`src/rtl/cpu_pkg.sv`:
```
// Shared types and constants for the processor phase sequencer.
// Holds the FSM state encoding, the latched instruction class, the syscall kind,
// the PC source encoding and the registered strobe bundle.
package cpu_pkg;

    localparam int unsigned ST_W   = 4;
    localparam int unsigned ID_W   = 32;
    localparam int unsigned CODE_W = 32;

    typedef enum logic [3:0] {
        ST_IDLE   = 4'd0,
        ST_FETCH  = 4'd1,
        ST_DECODE = 4'd2,
        ST_EXEC   = 4'd3,
        ST_MEM    = 4'd4,
        ST_WB     = 4'd5,
        ST_SYS    = 4'd6,
        ST_RETIRE = 4'd7,
        ST_HALT   = 4'd8
    } state_e;

    typedef enum logic [3:0] {
        CL_NOP, CL_ALU, CL_LW, CL_SW, CL_BR, CL_J, CL_JR, CL_JAL, CL_SYS
    } class_e;

    typedef enum logic [1:0] {
        SK_NOP, SK_PRINT, SK_EXIT
    } sys_kind_e;

    typedef enum logic [1:0] {
        PC_INC    = 2'd0,
        PC_BRANCH = 2'd1,
        PC_JUMP   = 2'd2,
        PC_REG    = 2'd3
    } pc_src_e;

    // Instruction IDs produced by the decoder
    localparam logic [ID_W-1:0] ID_NOP       = ID_W'(0);
    localparam logic [ID_W-1:0] ID_ALU_LAST  = ID_W'(12);
    localparam logic [ID_W-1:0] ID_LW        = ID_W'(13);
    localparam logic [ID_W-1:0] ID_SW        = ID_W'(14);
    localparam logic [ID_W-1:0] ID_BR_FIRST  = ID_W'(15);
    localparam logic [ID_W-1:0] ID_BR_LAST   = ID_W'(20);
    localparam logic [ID_W-1:0] ID_J         = ID_W'(21);
    localparam logic [ID_W-1:0] ID_JR        = ID_W'(22);
    localparam logic [ID_W-1:0] ID_JAL       = ID_W'(23);
    localparam logic [ID_W-1:0] ID_ALU_X0    = ID_W'(24);
    localparam logic [ID_W-1:0] ID_ALU_X1    = ID_W'(25);
    localparam logic [ID_W-1:0] ID_SYSCALL   = ID_W'(26);
    localparam logic [ID_W-1:0] ID_MAX       = ID_SYSCALL;

    // Syscall codes
    localparam logic [CODE_W-1:0] SC_PRINT_INT = CODE_W'(1);
    localparam logic [CODE_W-1:0] SC_EXIT      = CODE_W'(2);
    localparam logic [CODE_W-1:0] SC_READ      = CODE_W'(3);
    localparam logic [CODE_W-1:0] SC_PRINT_4   = CODE_W'(4);
    localparam logic [CODE_W-1:0] SC_PRINT_8   = CODE_W'(8);

    typedef struct packed {
        logic    ir_load;
        logic    alu_en;
        logic    mem_req;
        logic    mem_we;
        logic    mem_sel;
        logic    rf_we;
        logic    rf_link;
        logic    pc_en;
        pc_src_e pc_src;
        logic    sys_print;
    } strobe_t;

    // Map a legal instruction ID onto the class the FSM sequences by
    function automatic class_e id_class(input logic [ID_W-1:0] id);
        if (id == ID_NOP)                                    return CL_NOP;
        if (id <= ID_ALU_LAST || id == ID_ALU_X0 || id == ID_ALU_X1) return CL_ALU;
        if (id == ID_LW)                                     return CL_LW;
        if (id == ID_SW)                                     return CL_SW;
        if (id >= ID_BR_FIRST && id <= ID_BR_LAST)           return CL_BR;
        if (id == ID_J)                                      return CL_J;
        if (id == ID_JR)                                     return CL_JR;
        if (id == ID_JAL)                                    return CL_JAL;
        if (id == ID_SYSCALL)                                return CL_SYS;
        return CL_NOP;
    endfunction

    // Unknown codes behave as a plain retire
    function automatic sys_kind_e sys_kind(input logic [CODE_W-1:0] code);
        if (code == SC_EXIT)                                 return SK_EXIT;
        if (code == SC_PRINT_INT)                            return SK_PRINT;
        if (code >= SC_PRINT_4 && code <= SC_PRINT_8)        return SK_PRINT;
        return SK_NOP;
    endfunction

endpackage

```
`src/rtl/mem_watchdog.sv`:
```
// Bus watchdog: loadable down-counter timing one memory request.
// Ports: clk, reset (sync, active-high); clr reloads the budget; en counts while a
// request is outstanding; ack pauses counting; expire flags the last allowed cycle.
module mem_watchdog
    import cpu_pkg::*;
#(
    parameter int unsigned TIMEOUT = 16
) (
    input  logic clk,
    input  logic reset,
    input  logic clr,
    input  logic en,
    input  logic ack,
    output logic expire
);

    localparam int unsigned CW = (TIMEOUT > 1) ? $clog2(TIMEOUT) : 1;
    localparam logic [CW-1:0] LOAD = CW'(TIMEOUT - 1);

    logic [CW-1:0] cnt_q;

    // Count holds the remaining cycles after the current one
    always_ff @(posedge clk) begin
        if (reset) begin
            cnt_q <= '0;
        end else if (clr) begin
            cnt_q <= LOAD;
        end else if (en && !ack && cnt_q != '0) begin
            cnt_q <= cnt_q - CW'(1);
        end
    end

    assign expire = en && (cnt_q == '0);

endmodule

```
`src/rtl/phase_controller.sv`:
```
// Multi-cycle phase sequencer: FETCH -> DECODE -> EXEC -> MEM/WB/SYS -> RETIRE.
// Inputs: start, decoded instr_id/sys_code, branch_cond, mem_ack.
// Outputs: registered per-phase strobes (IR, ALU, memory port, register file, PC),
// sticky halted/illegal/bus_err flags, retired-instruction counter, debug state.
module phase_controller
    import cpu_pkg::*;
#(
    parameter int unsigned CNT_W       = 32,
    parameter int unsigned MEM_TIMEOUT = 16
) (
    input  logic             clk,
    input  logic             reset,
    input  logic             start,
    input  logic [31:0]      instr_id,
    input  logic [31:0]      sys_code,
    input  logic             branch_cond,
    input  logic             mem_ack,
    output logic [ST_W-1:0]  state,
    output logic             ir_load,
    output logic             alu_en,
    output logic             mem_req,
    output logic             mem_we,
    output logic             mem_sel,
    output logic             rf_we,
    output logic             rf_link,
    output logic             pc_en,
    output logic [1:0]       pc_src,
    output logic             sys_print,
    output logic             halted,
    output logic             illegal,
    output logic             bus_err,
    output logic [CNT_W-1:0] retired
);

    state_e     state_q, state_d;
    class_e     class_q, class_d;
    sys_kind_e  sys_q, sys_d;
    logic       br_q, br_d;
    strobe_t    strb_q, strb_d;
    logic       halted_q, halted_d;
    logic       illegal_q, illegal_d;
    logic       bus_err_q, bus_err_d;
    logic [CNT_W-1:0] retired_q;
    logic       in_mem;
    logic       expire;

    assign in_mem = (state_q == ST_FETCH) || (state_q == ST_MEM);

    // Reloaded whenever no request is outstanding, so it is fresh on every FETCH/MEM entry
    mem_watchdog #(.TIMEOUT(MEM_TIMEOUT)) u_wdog (
        .clk    (clk),
        .reset  (reset),
        .clr    (!in_mem),
        .en     (in_mem),
        .ack    (mem_ack),
        .expire (expire)
    );

    // Next state, latched instruction context and sticky flags
    always_comb begin
        state_d   = state_q;
        class_d   = class_q;
        sys_d     = sys_q;
        br_d      = br_q;
        illegal_d = illegal_q;
        bus_err_d = bus_err_q;
        unique case (state_q)
            ST_IDLE:   if (start) state_d = ST_FETCH;
            ST_FETCH: begin
                if (mem_ack) begin
                    state_d = ST_DECODE;
                end else if (expire) begin
                    state_d   = ST_HALT;
                    bus_err_d = 1'b1;
                end
            end
            ST_DECODE: begin
                class_d = id_class(instr_id);
                sys_d   = sys_kind(sys_code);
                br_d    = branch_cond;
                if (instr_id == ID_NOP) begin
                    state_d = ST_RETIRE;
                end else if (instr_id > ID_MAX) begin
                    state_d   = ST_HALT;
                    illegal_d = 1'b1;
                end else begin
                    state_d = ST_EXEC;
                end
            end
            ST_EXEC: begin
                unique case (class_q)
                    CL_ALU, CL_JAL:      state_d = ST_WB;
                    CL_LW, CL_SW:        state_d = ST_MEM;
                    CL_SYS:              state_d = ST_SYS;
                    CL_BR, CL_J, CL_JR:  state_d = ST_FETCH;
                    default:             state_d = ST_RETIRE;
                endcase
            end
            ST_MEM: begin
                if (mem_ack) begin
                    state_d = (class_q == CL_SW) ? ST_RETIRE : ST_WB;
                end else if (expire) begin
                    state_d   = ST_HALT;
                    bus_err_d = 1'b1;
                end
            end
            ST_WB:     state_d = (class_q == CL_JAL) ? ST_FETCH : ST_RETIRE;
            ST_SYS:    state_d = (sys_q == SK_EXIT) ? ST_HALT : ST_RETIRE;
            ST_RETIRE: state_d = ST_FETCH;
            ST_HALT:   state_d = ST_HALT;
            default:   state_d = ST_HALT;
        endcase
        halted_d = halted_q || (state_d == ST_HALT);
    end

    // Strobes decoded from the state being entered so they register alongside it;
    // branch_cond is captured as EXEC is entered so pc_src is stable across EXEC
    always_comb begin
        strb_d = '0;
        unique case (state_d)
            ST_FETCH:  strb_d.mem_req = 1'b1;
            ST_DECODE: strb_d.ir_load = 1'b1;
            ST_EXEC: begin
                strb_d.alu_en = 1'b1;
                unique case (class_d)
                    CL_BR: begin
                        strb_d.pc_en  = 1'b1;
                        strb_d.pc_src = br_d ? PC_BRANCH : PC_INC;
                    end
                    CL_J: begin
                        strb_d.pc_en  = 1'b1;
                        strb_d.pc_src = PC_JUMP;
                    end
                    CL_JR: begin
                        strb_d.pc_en  = 1'b1;
                        strb_d.pc_src = PC_REG;
                    end
                    default: ;
                endcase
            end
            ST_MEM: begin
                strb_d.mem_req = 1'b1;
                strb_d.mem_sel = 1'b1;
                strb_d.mem_we  = (class_d == CL_SW);
            end
            ST_WB: begin
                strb_d.rf_we = 1'b1;
                if (class_d == CL_JAL) begin
                    strb_d.rf_link = 1'b1;
                    strb_d.pc_en   = 1'b1;
                    strb_d.pc_src  = PC_JUMP;
                end
            end
            ST_SYS: begin
                strb_d.sys_print = (sys_d == SK_PRINT);
                strb_d.pc_en     = (sys_d == SK_EXIT);
            end
            ST_RETIRE: strb_d.pc_en = 1'b1;
            default: ;
        endcase
    end

    always_ff @(posedge clk) begin
        if (reset) begin
            state_q   <= ST_IDLE;
            class_q   <= CL_NOP;
            sys_q     <= SK_NOP;
            br_q      <= 1'b0;
            strb_q    <= '0;
            halted_q  <= 1'b0;
            illegal_q <= 1'b0;
            bus_err_q <= 1'b0;
            retired_q <= '0;
        end else begin
            state_q   <= state_d;
            class_q   <= class_d;
            sys_q     <= sys_d;
            br_q      <= br_d;
            strb_q    <= strb_d;
            halted_q  <= halted_d;
            illegal_q <= illegal_d;
            bus_err_q <= bus_err_d;
            retired_q <= retired_q + CNT_W'(strb_q.pc_en);
        end
    end

    assign state     = state_q;
    assign ir_load   = strb_q.ir_load;
    assign alu_en    = strb_q.alu_en;
    assign mem_req   = strb_q.mem_req;
    assign mem_we    = strb_q.mem_we;
    assign mem_sel   = strb_q.mem_sel;
    assign rf_we     = strb_q.rf_we;
    assign rf_link   = strb_q.rf_link;
    assign pc_en     = strb_q.pc_en;
    assign pc_src    = strb_q.pc_src;
    assign sys_print = strb_q.sys_print;
    assign halted    = halted_q;
    assign illegal   = illegal_q;
    assign bus_err   = bus_err_q;
    assign retired   = retired_q;

endmodule

```
`config.mk`:
```
export PLATFORM = sky130hd
export DESIGN_NAME = phase_controller
export DESIGN_NICKNAME = d
export VERILOG_FILES = /design/src/rtl/cpu_pkg.sv /design/src/rtl/mem_watchdog.sv /design/src/rtl/phase_controller.sv
export SDC_FILE = /design/constraint.sdc
export NUM_CORES = 1
export LEC_CHECK = 0
export ABC_CLOCK_PERIOD_IN_PS = 7100
export BUFFER_PORTS_ARGS = -buffer_cell sky130_fd_sc_hd__buf_2
export CORE_UTILIZATION = 53
export CTS_CLUSTER_SIZE = 28
export DETAILED_ROUTE_END_ITERATION = 10
export PLACE_DENSITY = 0.82
export SYNTH_ARGS = -nofsm -noshare
export SYNTH_HDL_FRONTEND = slang
export SYNTH_HIERARCHICAL = 1
export SYNTH_SLANG_ARGS = --single-unit
```
`constraint.sdc`:
```
create_clock -name clk -period 7.1 [get_ports clk]
set_clock_uncertainty 0.15 [all_clocks]
set_input_delay 0.355 -clock clk [delete_from_list [all_inputs] [get_ports clk]]
set_output_delay 0.355 -clock clk [all_outputs]
set_load 0.005 [all_outputs]
```
# ---- Word level (Yosys, flattened, before mapping)
# Memory sizes are Yosys's and may differ from the RTL's. A register that Yosys moved wholly into a read port is not among the register bits.
# Cells that the tools add are included.
# W data, S select, Z words.
dict set report word_totals {
  register_bits 61
  latchBits 0
  mem_bits_rw 0
  romBits 48
  input_bits 69
  out_inout_bits 50
  wordCells 215
  n_memories 1
}
dict set report classes {
  add_sub_neg 2
  n_mul 0
  div 0
  magnitude_cmp 6
  n_eq_ne 36
  shifts 0
  mux 125
  n_bitwise 5
  n_reduce_logical 21
}
# name words word_bits read_ports rd_clocked_by_memory_dff wr line_no
set memory_table {}
lappend memory_table {{(no name shown)} 16 3 1 1 0 phase_controller.sv:91} ;# unique case (class_q)
# cell n
set op_table {}
lappend op_table {{$eq A32 B5 Y1 const B} 6}
lappend op_table {{$mux W4} 42}
lappend op_table {{$mux W1} 69}
lappend op_table {{$eq A32 B4 Y1 const B} 2}
lappend op_table {{$le A32 B4 Y1 const B} 2}
lappend op_table {{$eq A4 B3 Y1 const B} 13}
lappend op_table {{$add A32 B1 Y32} 1}
lappend op_table {{$eq A32 B1 Y1 const B} 1}
lappend op_table {{$eq A32 B2 Y1 const B} 1}
lappend op_table {{$ge A32 B3 Y1 const B} 1}
lappend op_table {{$ge A32 B4 Y1 const B} 1}
lappend op_table {{$gt A32 B5 Y1 const B} 1}
lappend op_table {{$le A32 B5 Y1 const B} 1}
lappend op_table {{$logic_not A32 Y1} 1}
lappend op_table {{$pmux W4 S8} 1}
lappend op_table {{$eq A4 B2 Y1 const B} 6}
lappend op_table {{$mux W2} 9}
lappend op_table {{$reduce_or A2 Y1} 5}
lappend op_table {{$pmux W3 S3} 1}
lappend op_table {{$eq A4 B1 Y1 const B} 2}
lappend op_table {{$logic_not A4 Y1} 2}
lappend op_table {{$reduce_and A3 Y1} 2}
lappend op_table {{$logic_and A1 B1 Y1} 5}
lappend op_table {{$not A1 Y1} 5}
lappend op_table {{11 further kinds} 15}

# ---- Longest topological paths before layout
# Gate-level depths: netlist of the first run.
dict set report logic_depth {
  word_depth 61
  ltp_mapped 11
  mapped_depth_nobuf 10
}

# ---- Hierarchy
# Netlist of the first run, hierarchy kept.
# module n_inst cells_each area_each_um2 seq_area_each_um2
set modules_own_cells {}
lappend modules_own_cells {phase_controller 1 336 2942.8 1201.2}
lappend modules_own_cells {mem_watchdog 1 30 255.2 80.1}

# ---- Worst setup path before layout of the first run
# OpenSTA, ideal clock, no wires.
dict set report synth_path {
  path_type {flip-flop to flip-flop}
  from {register state_q[0] (netlist: state[0])}
  to {register strb_q (netlist bit rf_we)}
  setup_time_ps 128
  arrival_ps 2588
  required_time_ps 6822
  setup_slack_ps 4234
  path_stages_with_launch 12
  path_buffers 2
  synth_period_minus_slack_ps 2866
  cell_sequence {dfxtp_1 -> buf_1 -> xnor2_1 -> nor3_1 -> and2_2 -> or3b_2 -> o211ai_1 -> a31oi_1 -> or2_2 -> clkbuf_1 -> nor2b_1 -> nor3b_1}
}
dict set report synth_between {
  elab_chain_cells 8
  elab_cells_between_ends 17
  cone_classes {eq/ne: 8; mux: 6; reduce/logical: 3}
}
# item line_no
set synth_lines {}
lappend synth_lines {{from (decl)} phase_controller.sv:35} ;# state_e state_q, state_d;
lappend synth_lines {{from (signal assigned)} phase_controller.sv:175} ;# state_q <= state_d;
lappend synth_lines {{$eq A4 B1 Y1 or $eq A4 B3 Y1 (tied branches)} phase_controller.sv:47} ;# assign in_mem = (state_q == ST_FETCH) || (state_q == ST_MEM);
lappend synth_lines {{$logic_or A1 B1 Y1 *} phase_controller.sv:47}
lappend synth_lines {{named net in_mem} phase_controller.sv:44} ;# logic in_mem;
lappend synth_lines {{$logic_and A1 B1 Y1 *} mem_watchdog.sv:33} ;# assign expire = en && (cnt_q == '0);
lappend synth_lines {{named net expire} phase_controller.sv:45} ;# logic expire;
lappend synth_lines {{$mux W4 *} {phase_controller.sv:72, phase_controller.sv:102}}
lappend synth_lines {{$mux W4 (on tied branches)} {phase_controller.sv:100, phase_controller.sv:70}}
lappend synth_lines {{$pmux W4 S8 *} phase_controller.sv:67} ;# unique case (state_q)
lappend synth_lines {{$eq A4 B3 Y1 *} phase_controller.sv:120} ;# unique case (state_d)
lappend synth_lines {{$mux W2 *} phase_controller.sv:120}
lappend synth_lines {{to (signal assigned)} phase_controller.sv:179} ;# strb_q <= strb_d;
lappend synth_lines {{to (decl)} phase_controller.sv:39} ;# strobe_t strb_q, strb_d;
# Mark *: on every way through the listed nets, which the timed path passes. The rest lies on a longest branch.
# A chain may end at the register's enable or synchronous reset.

# ---- Final worst setup path of the first run
dict set report layout_path {
  from {register state_q[0] (netlist: state[0])}
  to {register strb_q (netlist bit pc_src[0])}
}
dict set report layout_between {
  elab_chain_cells 8
  elab_cells_between_ends 25
  cone_classes {eq/ne: 12; mux: 10; reduce/logical: 3}
}
# item line_no
set layout_lines {}
lappend layout_lines {{$eq A4 B1 Y1 or $eq A4 B3 Y1 (tied branches)} phase_controller.sv:47}
lappend layout_lines {{$logic_or A1 B1 Y1 *} phase_controller.sv:47}
lappend layout_lines {{named net in_mem} phase_controller.sv:44}
lappend layout_lines {{$logic_and A1 B1 Y1 *} mem_watchdog.sv:33}
lappend layout_lines {{named net expire} phase_controller.sv:45}
lappend layout_lines {{$mux W4 *} {phase_controller.sv:72, phase_controller.sv:102}}
lappend layout_lines {{$mux W4 (on tied branches)} {phase_controller.sv:100, phase_controller.sv:70}}
lappend layout_lines {{$pmux W4 S8 *} phase_controller.sv:67}
lappend layout_lines {{$eq A4 B3 Y1 or $eq A4 B2 Y1 (tied branches)} phase_controller.sv:120}
lappend layout_lines {{$pmux W2 S2 *} phase_controller.sv:120}
# Marks and branches as above.

==> flow_metrics.env, run 1 <==
export IMPL_fin_ws_ns=4.031
export IMPL_coreArea_um2=5675
export IMPL_status="finished, final reports clean"
export IMPL_crit_end="pc_src[0]$_SDFF_PP0_"
export IMPL_fin_setup_tns_ns=0
export IMPL_multi_input_area_um2=1782
export IMPL_globalplace_congestion=0.9289
export IMPL_p_total_uw=714.4
export IMPL_ys_seq_area_frac=0.4006
export IMPL_drv_slew=0
export IMPL_worstPathArrival_ns=3.15
export IMPL_syn_nets=439
export IMPL_grt_overflow_total=0
export IMPL_port_buffers=118
export IMPL_path_class="reg -> reg"
export IMPL_cts_sinks=64
export IMPL_startpoint="state[0]$_SDFF_PP0_"
export IMPL_via_per_inst=5.518
export IMPL_route_detailed_drc=0
export IMPL_holdWs_ns=0.1724
export IMPL_die_area_um2=6349
export IMPL_grt_antenna_before_repair=0
export IMPL_grt_max_degree=59
export IMPL_synth_main_ff_cell="dfxtp_1"
export IMPL_start_util=0.5635
export IMPL_post_cts_buffers=0
export IMPL_cts_buffers=9
export IMPL_drive_above_1_share=0.3251
export IMPL_synth_area_um2=3198
export IMPL_hold_start="branch_cond"
export IMPL_worstMarginPinSlew_ns=1.010
export IMPL_ctsResizeCount=0
export IMPL_cellPowerDensity_nw_per_um2=180.0
export IMPL_rsz0062_at_grt="false"
export IMPL_synth_enable_flop_cells=0
export IMPL_hold_violations=0
export IMPL_clock_latency_ns=0.34
export IMPL_async_reset_ff_frac=0
export IMPL_synthCells=366
export IMPL_leakagePower_uw=0.001751
export IMPL_worst_r2r_endpoint="pc_src[0]$_SDFF_PP0_"
export IMPL_rrSetupSlack_ns=4.03
export IMPL_ys_seq_elements=64
export IMPL_syn_avg_cell_area_um2=8.738
export IMPL_h_tree_depth=3
export IMPL_post_place_ws_ns=4.098
export IMPL_grt_pass1_wl_um=13140
export IMPL_antennaDiodeCount=0
export IMPL_min_path_type="in -> reg"
export IMPL_reg2reg_depth=9
export IMPL_die_h_um=79.68
export IMPL_cp_required_ns=7.18
export IMPL_ant_nets=0
export IMPL_netlist_cell_type_count=64
export IMPL_track_usage=0.2659
export IMPL_fmax_ghz=0.3259
export IMPL_syn2layout_area_growth_pct=24.10
export IMPL_vias=3079
export IMPL_min_path_cells=3
export IMPL_post_drt_wl_per_cell_um=14.03
export IMPL_cts_tree="done"
export IMPL_setup_viol=0
export IMPL_fp_dieW_um=79.68
export IMPL_path_max_fanout=14
export IMPL_ios=119
export IMPL_cp_start_kind="flip-flop"
export IMPL_post_route_util=0.6993
export IMPL_clockBufferDepth=2
export IMPL_cts_hold_buf=0
export IMPL_cts_root_buffer="clkbuf_8"
export IMPL_drtPass1Iterations=4
export IMPL_nets=555
export IMPL_relSlewSlack=0.3266
export IMPL_min_period_over_period=0.4322
export IMPL_vdd_drop_max_mv=0.1965
export IMPL_max_cap_viol_count=0
export IMPL_r2r_start="state[0]$_SDFF_PP0_"
export IMPL_dp_hpwl_um=5806
export IMPL_n_fill_cell=448
export IMPL_seqCellArea_um2=1281
export IMPL_clkTransAtPathRegs_ns=0.07
export IMPL_grt_pass1_vias=2882
export IMPL_period_needed_ns=3.069
export IMPL_rows=27
export IMPL_end_kind="flip-flop"
export IMPL_drt_iter0_drc=188
export IMPL_yosysWarnings=6
export IMPL_wirelength_um=7830
## power breakdown
part	leakage (µW)	switching (µW)	internal, µW
logic	0.00115	40.9	34.8
clock network	0.0000862	132	134
registers	0.000518	7.50	365
## logic make-up after synthesis
group | Yosys count | synth area share
flip-flops | 64 | 0.4006
AND/OR/NAND/NOR | 188 | 0.3361
adder cells (fa/ha/maj) | 4 | 0.01565
XOR/XNOR | 30 | 0.08216
AO/OA/AOI/OAI | 48 | 0.1139
buffers and inverters | 29 | 0.04225
multiplexers | 3 | 0.009390
## flip-flops by register name, indices dropped and copies added (netlist names), 2 cells and up, named ones only
name / flops
retired: 32
class_q: 4
state: 4
u_wdog/cnt_q: 4
pc_src: 2
sys_q: 2
## cell usage in the layout, fill, tap and decap left out, types with 4 or more instances in the layout
cell        n
a21oi_1    13
and3_1      5
buf_2     118
clkbuf_8   10
dfxtp_1    64
ha_1        4
inv_1      15
nand2_1    22
nand3_1    18
nand3b_1    4
nand4_1     9
nor2_1     49
nor2b_1    10
nor3_1     11
nor4_1     16
nor4_2      5
o21ai_0     8
or3_1       6
xnor2_1     9
xor2_1     21
## Yosys cell counts (2+ instances only)
| master | number | share of area |
|---|---|---|
| xor2_1 | 21 | 0.058 |
| nor4_2 | 5 | 0.020 |
| ha_1 | 4 | 0.016 |
| nor3_1 | 11 | 0.017 |
| dfxtp_1 | 64 | 0.40 |
| a311oi_1 | 2 | 0.0055 |
| and3_1 | 5 | 0.0098 |
| inv_1 | 15 | 0.018 |
| a21oi_1 | 13 | 0.020 |
| or3_1 | 6 | 0.012 |
| xnor2_1 | 9 | 0.025 |
| nand3b_1 | 4 | 0.0094 |
| nand2b_1 | 2 | 0.0039 |
| nor4_1 | 16 | 0.031 |
| a31oi_1 | 3 | 0.0059 |
| a41o_1 | 2 | 0.0063 |
| or2_2 | 2 | 0.0039 |
| buf_6 | 3 | 0.011 |
| and3b_1 | 3 | 0.0082 |
| nor3b_1 | 2 | 0.0047 |
| or4_4 | 2 | 0.0070 |
| nor2b_1 | 10 | 0.020 |
| clkbuf_1 | 7 | 0.0082 |
| and4_1 | 2 | 0.0055 |
| and2_1 | 2 | 0.0039 |
| o22ai_1 | 2 | 0.0039 |
| nand4b_1 | 2 | 0.0055 |
| o21ai_0 | 8 | 0.013 |
| nand4_1 | 9 | 0.018 |
| nand2_1 | 22 | 0.026 |
| mux2i_1 | 3 | 0.0094 |
| and2_2 | 3 | 0.0070 |
| o31ai_1 | 3 | 0.0070 |
| nand3_1 | 18 | 0.028 |
| nor4bb_1 | 2 | 0.0063 |
| nor2_1 | 49 | 0.058 |
| a32oi_1 | 2 | 0.0055 |
| clkbuf_2 | 2 | 0.0031 |
## critical path: stages (launching register included)
cell	delay (ns)
dfxtp_1	0.58
xnor2_1	0.13
nor3_1	0.37
and2_2	0.26
or3b_2	0.45
o211ai_1	0.11
a31oi_1	0.16
a211oi_1	0.28
nand2_1	0.18
a2111oi_2	0.30
## area by class of cell
cell class / instances / area share
clock buffer: 12 / 0.03657
clock inverter: 3 / 0.004729
inverter: 16 / 0.01545
multi-input combinational: 273 / 0.4489
sequential: 64 / 0.3228
tap: 72 / 0.02270
timing repair buffer: 118 / 0.1488
## how the worst min path moves through the flow
stage / to
2_1_floorplan: u_wdog/cnt_q[0]$_SDFFE_PP0P_
3_3_place_gp: illegal$_SDFFE_PP0P_
3_5_place_dp: bus_err$_SDFFE_PP0P_
4_1_cts: br_q$_SDFF_PP0_
5_1_grt: br_q$_SDFF_PP0_
6_report: br_q$_SDFF_PP0_
## layer usage
layer / up-vias / routed length, µm / GRT usage
li1: 1544 / - / -
met1: 1428 / 3416 / 0.3371
met2: 95 / 3697 / 0.4222
met3: 12 / 624 / 0.09943
met4: 0 / 91 / 0.06909
met5: - / 0 / 0
## metrics by stage
| stage | std cells | cell area, µm² |
|---|---|---|
| after floorplan | 366 | 3198 |
| after global placement | 543 | 3805 |
| after detailed placement | 543 | 3805 |
| after CTS | 558 | 3969 |
| after global routing | 558 | 3969 |
| final | 558 | 3969 |
No activity file was read; power rests on OpenSTA's default activity.
==> run 2, diff against run 1 <==
- ABC_CLOCK_PERIOD_IN_PS: 7100 -> 3150
- CORE_UTILIZATION: 53 -> 49
- PLACE_DENSITY: 0.82 -> 0.77
- clock period: 7.1 -> 3.15 ns (I/O delays scaled with it)
==> flow_metrics.env, run 2 (synthesis results as in run 1) <==
export IMPL_cp_start_kind="flip-flop"
export IMPL_cts_tree="done"
export IMPL_cts_root_buffer="clkbuf_8"
export IMPL_design_area_um2=4083
export IMPL_min_period_over_period=0.9030
export IMPL_cts_sinks=64
export IMPL_cts_buffers=9
export IMPL_switchingPower_uw=423.3
export IMPL_n_fill_cell=587
export IMPL_post_drt_wl_per_cell_um=13.65
export IMPL_status="finished, final reports clean"
export IMPL_cellPowerDensity_nw_per_um2=445.4
export IMPL_route_detailed_drc=0
export IMPL_path_class="reg -> reg"
export IMPL_port_buffers=118
export IMPL_swShare=0.2328
export IMPL_fp_dieW_um=82.79
export IMPL_h_tree_depth=3
export IMPL_grt_antenna_before_repair=0
export IMPL_rows=29
export IMPL_min_path_type="in -> reg"
export IMPL_largest_reg_flops=32
export IMPL_path_max_fanout=5
export IMPL_drv_slew=0
export IMPL_post_cts_buffers=0
export IMPL_drtPass1Iterations=4
export IMPL_via_per_inst=5.464
export IMPL_dp_hpwl_um=5794
export IMPL_ant_nets=0
export IMPL_clkPwrFrac=0.444
export IMPL_vias=3109
export IMPL_fin_setup_tns_ns=0
export IMPL_start_util=0.5065
export IMPL_grt_max_degree=59
export IMPL_grt_pass1_vias=2751
export IMPL_stdcell_count=569
export IMPL_die_area_um2=6853
export IMPL_coreArea_um2=6314
export IMPL_end_kind="flip-flop"
export IMPL_setup_viol=0
export IMPL_final_cell_mix="118 x buf_2, 64 x dfxtp_1, 49 x nor2_1, 22 x nand2_1, 21 x xor2_1"
export IMPL_post_place_ws_ns=0.4015
export IMPL_grt_pass1_wl_um=12060
export IMPL_p_int_uw=1395
export IMPL_nets=560
export IMPL_fmax_ghz=0.3516
export IMPL_antennaDiodeCount=0
export IMPL_rsz0062_at_grt="false"
export IMPL_syn2layout_area_growth_pct=27.66
export IMPL_combPwrFrac=0.095
export IMPL_globalplace_congestion=0.9066
export IMPL_leakagePower_uw=0.001803
export IMPL_clkTransAtPathRegs_ns=0.07
export IMPL_worstPathArrival_ns=2.91
export IMPL_hold_violations=0
export IMPL_wirelength_um=7767
export IMPL_max_cap_viol_count=0
export IMPL_drive_above_1_share=0.3333
export IMPL_final_common_cell="buf_2"
export IMPL_grt_overflow_total=0
export IMPL_vdd_drop_max_mv=0.3184
export IMPL_clockBufferDepth=2
export IMPL_ios=119
export IMPL_worstMarginPinSlew_ns=1.024
export IMPL_fin_ws_ns=0.3055
export IMPL_cp_required_ns=3.22
export IMPL_dpl_cell_area_um2=3841
export IMPL_die_h_um=82.79
export IMPL_relSlewSlack=0.3174
export IMPL_track_usage=0.2310
export IMPL_period_needed_ns=2.845
export IMPL_drt_iter0_drc=117
export IMPL_placed_cells=552
export IMPL_p_seq_frac=0.461
export IMPL_clock_latency_ns=0.33
==> run 2: area by class of cell <==
type                    count  area (µm²)  area share
multi-input cells         273        1782      0.4364
well taps                  77       96.34     0.02360
clock buffers              12       155.1     0.03800
clock inverters             4       76.32     0.01869
repair buffers            123       630.6      0.1545
inverters                  16       61.31     0.01502
flip-flops and latches     64        1281      0.3138
==> run 2: per-layer routing <==
metal,track usage,share of wire,up-vias
li1,-,-,1549
met3,0.06230,0.051,10
met5,0,0,-
met1,0.2828,0.45,1453
met2,0.3918,0.49,97
met4,0.07414,0.0088,0
==> run 2: through the flow <==
step	util	hold slack (ns)	power (µW)
6_report	0.6467	0.07600	1819
5_1_grt	0.6467	0.08962	1882
4_1_cts	0.6467	0.04948	1833
3_5_place_dp	0.6084	0.2840	1026
3_3_place_gp	0.6084	0.2812	1020
2_1_floorplan	-	0.07691	952.0
==> run 2: power by group through the flow <==
| stage | Clock (µW) | Combinational, µW | Sequential, µW |
|---|---|---|---|
| after global placement | 0 | 165 | 856 |
| final | 808 | 172 | 838 |
| after global routing | 849 | 192 | 841 |
| after CTS | 823 | 172 | 838 |
| after floorplan | 0 | 101 | 851 |
| after detailed placement | 0 | 169 | 857 |
==> run 2: worst max-delay path, cell delays in order (launching register included) <==
cell and delay [ns]:
dfxtp_1 0.33, inv_1 0.09, ha_1 0.19, nor3b_2 0.31
and2_2 0.22, or3b_2 0.44, o211ai_1 0.10, a31oi_1 0.15
a211oi_1 0.28, nand2_1 0.16, a2111oi_2 0.31
==> run 2: worst paths after layout <==
check / slack, ns / depth (start not counted) / from / to
worst min-delay path: 0.08 / 3 / mem_ack / bus_err$_SDFFE_PP0P_
worst max-delay path: 0.31 / 10 / u_wdog/cnt_q[0]$_SDFFE_PP0P_ / pc_src[0]$_SDFF_PP0_
worst max register to register: 0.31 / 10 / u_wdog/cnt_q[0]$_SDFFE_PP0P_ / pc_src[0]$_SDFF_PP0_
worst min register to register: 0.29 / 2 / bus_err$_SDFFE_PP0P_ / bus_err$_SDFFE_PP0P_
==> run 2: repair_timing <==
action	CTS	global route
hold buffers	1	0
resized for setup	0	0
hold endpoints to repair	1	0
==> run 3, diff against run 2 <==
- RECOVER_POWER: default -> 50
==> flow_metrics.env, run 3 (synthesis results as in run 1) <==
export IMPL_cellPowerDensity_nw_per_um2=450.8
export IMPL_via_per_inst=5.453
export IMPL_placed_cells=552
export IMPL_nets=560
export IMPL_rows=29
export IMPL_port_buffers=118
export IMPL_vdd_drop_max_mv=0.3174
export IMPL_grt_overflow_total=0
export IMPL_final_cell_mix="81 x buf_2, 64 x dfxtp_1, 49 x nor2_1, 38 x clkbuf_1, 22 x nand2_1"
export IMPL_fmax_ghz=0.3517
export IMPL_antennaDiodeCount=0
export IMPL_grt_pass1_vias=2751
export IMPL_path_class="reg -> reg"
export IMPL_drtPass1Iterations=4
export IMPL_track_usage=0.2310
export IMPL_hold_violations=0
export IMPL_hold_start="mem_ack"
export IMPL_start_util=0.5065
export IMPL_min_period_over_period=0.9026
export IMPL_drive_above_1_share=0.2561
export IMPL_clockBufferDepth=2
export IMPL_path_max_fanout=5
export IMPL_min_path_type="in -> reg"
export IMPL_final_common_cell="buf_2"
export IMPL_worstMarginPinSlew_ns=1.033
export IMPL_h_tree_depth=3
export IMPL_wirelength_um=7825
export IMPL_ant_nets=0
export IMPL_n_fill_cell=609
export IMPL_clock_latency_ns=0.33
export IMPL_grt_pass1_wl_um=12060
export IMPL_die_area_um2=6853
export IMPL_cts_sinks=64
export IMPL_leakagePower_uw=0.001638
export IMPL_fin_ws_ns=0.3067
export IMPL_status="finished, final reports clean"
export IMPL_largest_reg_flops=32
export IMPL_ctsResizeCount=0
export IMPL_reg2reg_depth=10
export IMPL_max_cap_viol_count=0
export IMPL_post_place_ws_ns=0.4015
export IMPL_post_drt_wl_per_cell_um=13.75
export IMPL_coreArea_um2=6314
export IMPL_cts_root_buffer="clkbuf_8"
export IMPL_post_cts_buffers=0
export IMPL_vias=3103
export IMPL_cp_start_kind="flip-flop"
export IMPL_clkTransAtPathRegs_ns=0.07
export IMPL_r2r_start="u_wdog/cnt_q[0]$_SDFFE_PP0P_"
export IMPL_fp_dieW_um=82.79
export IMPL_drt_iter0_drc=104
export IMPL_grt_antenna_before_repair=0
export IMPL_fin_setup_tns_ns=0
export IMPL_ios=119
export IMPL_startpoint="u_wdog/cnt_q[0]$_SDFFE_PP0P_"
export IMPL_worstPathArrival_ns=2.92
export IMPL_die_h_um=82.79
export IMPL_cts_buffers=9
export IMPL_relSlewSlack=0.3113
export IMPL_stdcell_count=569
export IMPL_dpl_cell_area_um2=3841
export IMPL_min_path_cells=3
export IMPL_rsz0062_at_grt="false"
export IMPL_dp_hpwl_um=5794
export IMPL_route_detailed_drc=0
export IMPL_cts_tree="done"
export IMPL_syn2layout_area_growth_pct=26.10
export IMPL_cts_hold_buf=1
export IMPL_setup_viol=0
export IMPL_end_kind="flip-flop"
export IMPL_period_needed_ns=2.843
export IMPL_p_total_uw=1818
export IMPL_drv_slew=0
export IMPL_grt_max_degree=59
export IMPL_globalplace_congestion=0.9066
export IMPL_design_area_um2=4033
export IMPL_cp_required_ns=3.22
run 3: stage by stage:
step	util	hold WS, ns
2_1_floorplan	-	0.07691
3_3_place_gp	0.6084	0.2812
3_5_place_dp	0.6084	0.2840
4_1_cts	0.6467	0.04948
5_1_grt	0.6387	0.08962
6_report	0.6387	0.07023
run 3: final cells by class:
class	count	area, µm²	share of cell area
tap	77	96.34	0.02389
multi-input combinational	273	1782	0.4418
clock buffer	12	155.1	0.03847
sequential	64	1281	0.3177
inverter	16	61.31	0.01520
timing repair buffer	123	580.6	0.1440
clock inverter	4	76.32	0.01893
run 3: worst paths after layout:
check,endpoint,slack (ns)
max,pc_src[0]$_SDFF_PP0_,0.31
min,bus_err$_SDFFE_PP0P_,0.07
max reg2reg,pc_src[0]$_SDFF_PP0_,0.31
min reg2reg,bus_err$_SDFFE_PP0P_,0.30
run 3: per-layer routing:
layer / vias to the layer above / track usage / share of wire
met2: 86 / 0.3918 / 0.49
met3: 12 / 0.06230 / 0.048
li1: 1552 / - / -
met4: 0 / 0.07414 / 0.010
met5: - / 0 / 0
met1: 1453 / 0.2828 / 0.45
run 3: critical path, stage by stage (launching register included):
cell       delay (ns)
dfxtp_1          0.33
inv_1            0.09
ha_1             0.20
nor3b_2          0.32
and2_2           0.22
or3b_2           0.44
o211ai_1         0.10
a31oi_1          0.15
a211oi_1         0.28
nand2_1          0.16
a2111oi_2        0.30
run 3: report_power, final:
group / internal (µW) / switching (µW) / leakage [µW]
combinational: 79.7 / 90.9 / 0.00101
sequential: 822 / 16.7 / 0.000518
clock: 491 / 317 / 0.000113
total: 1390 / 425 / 0.00164
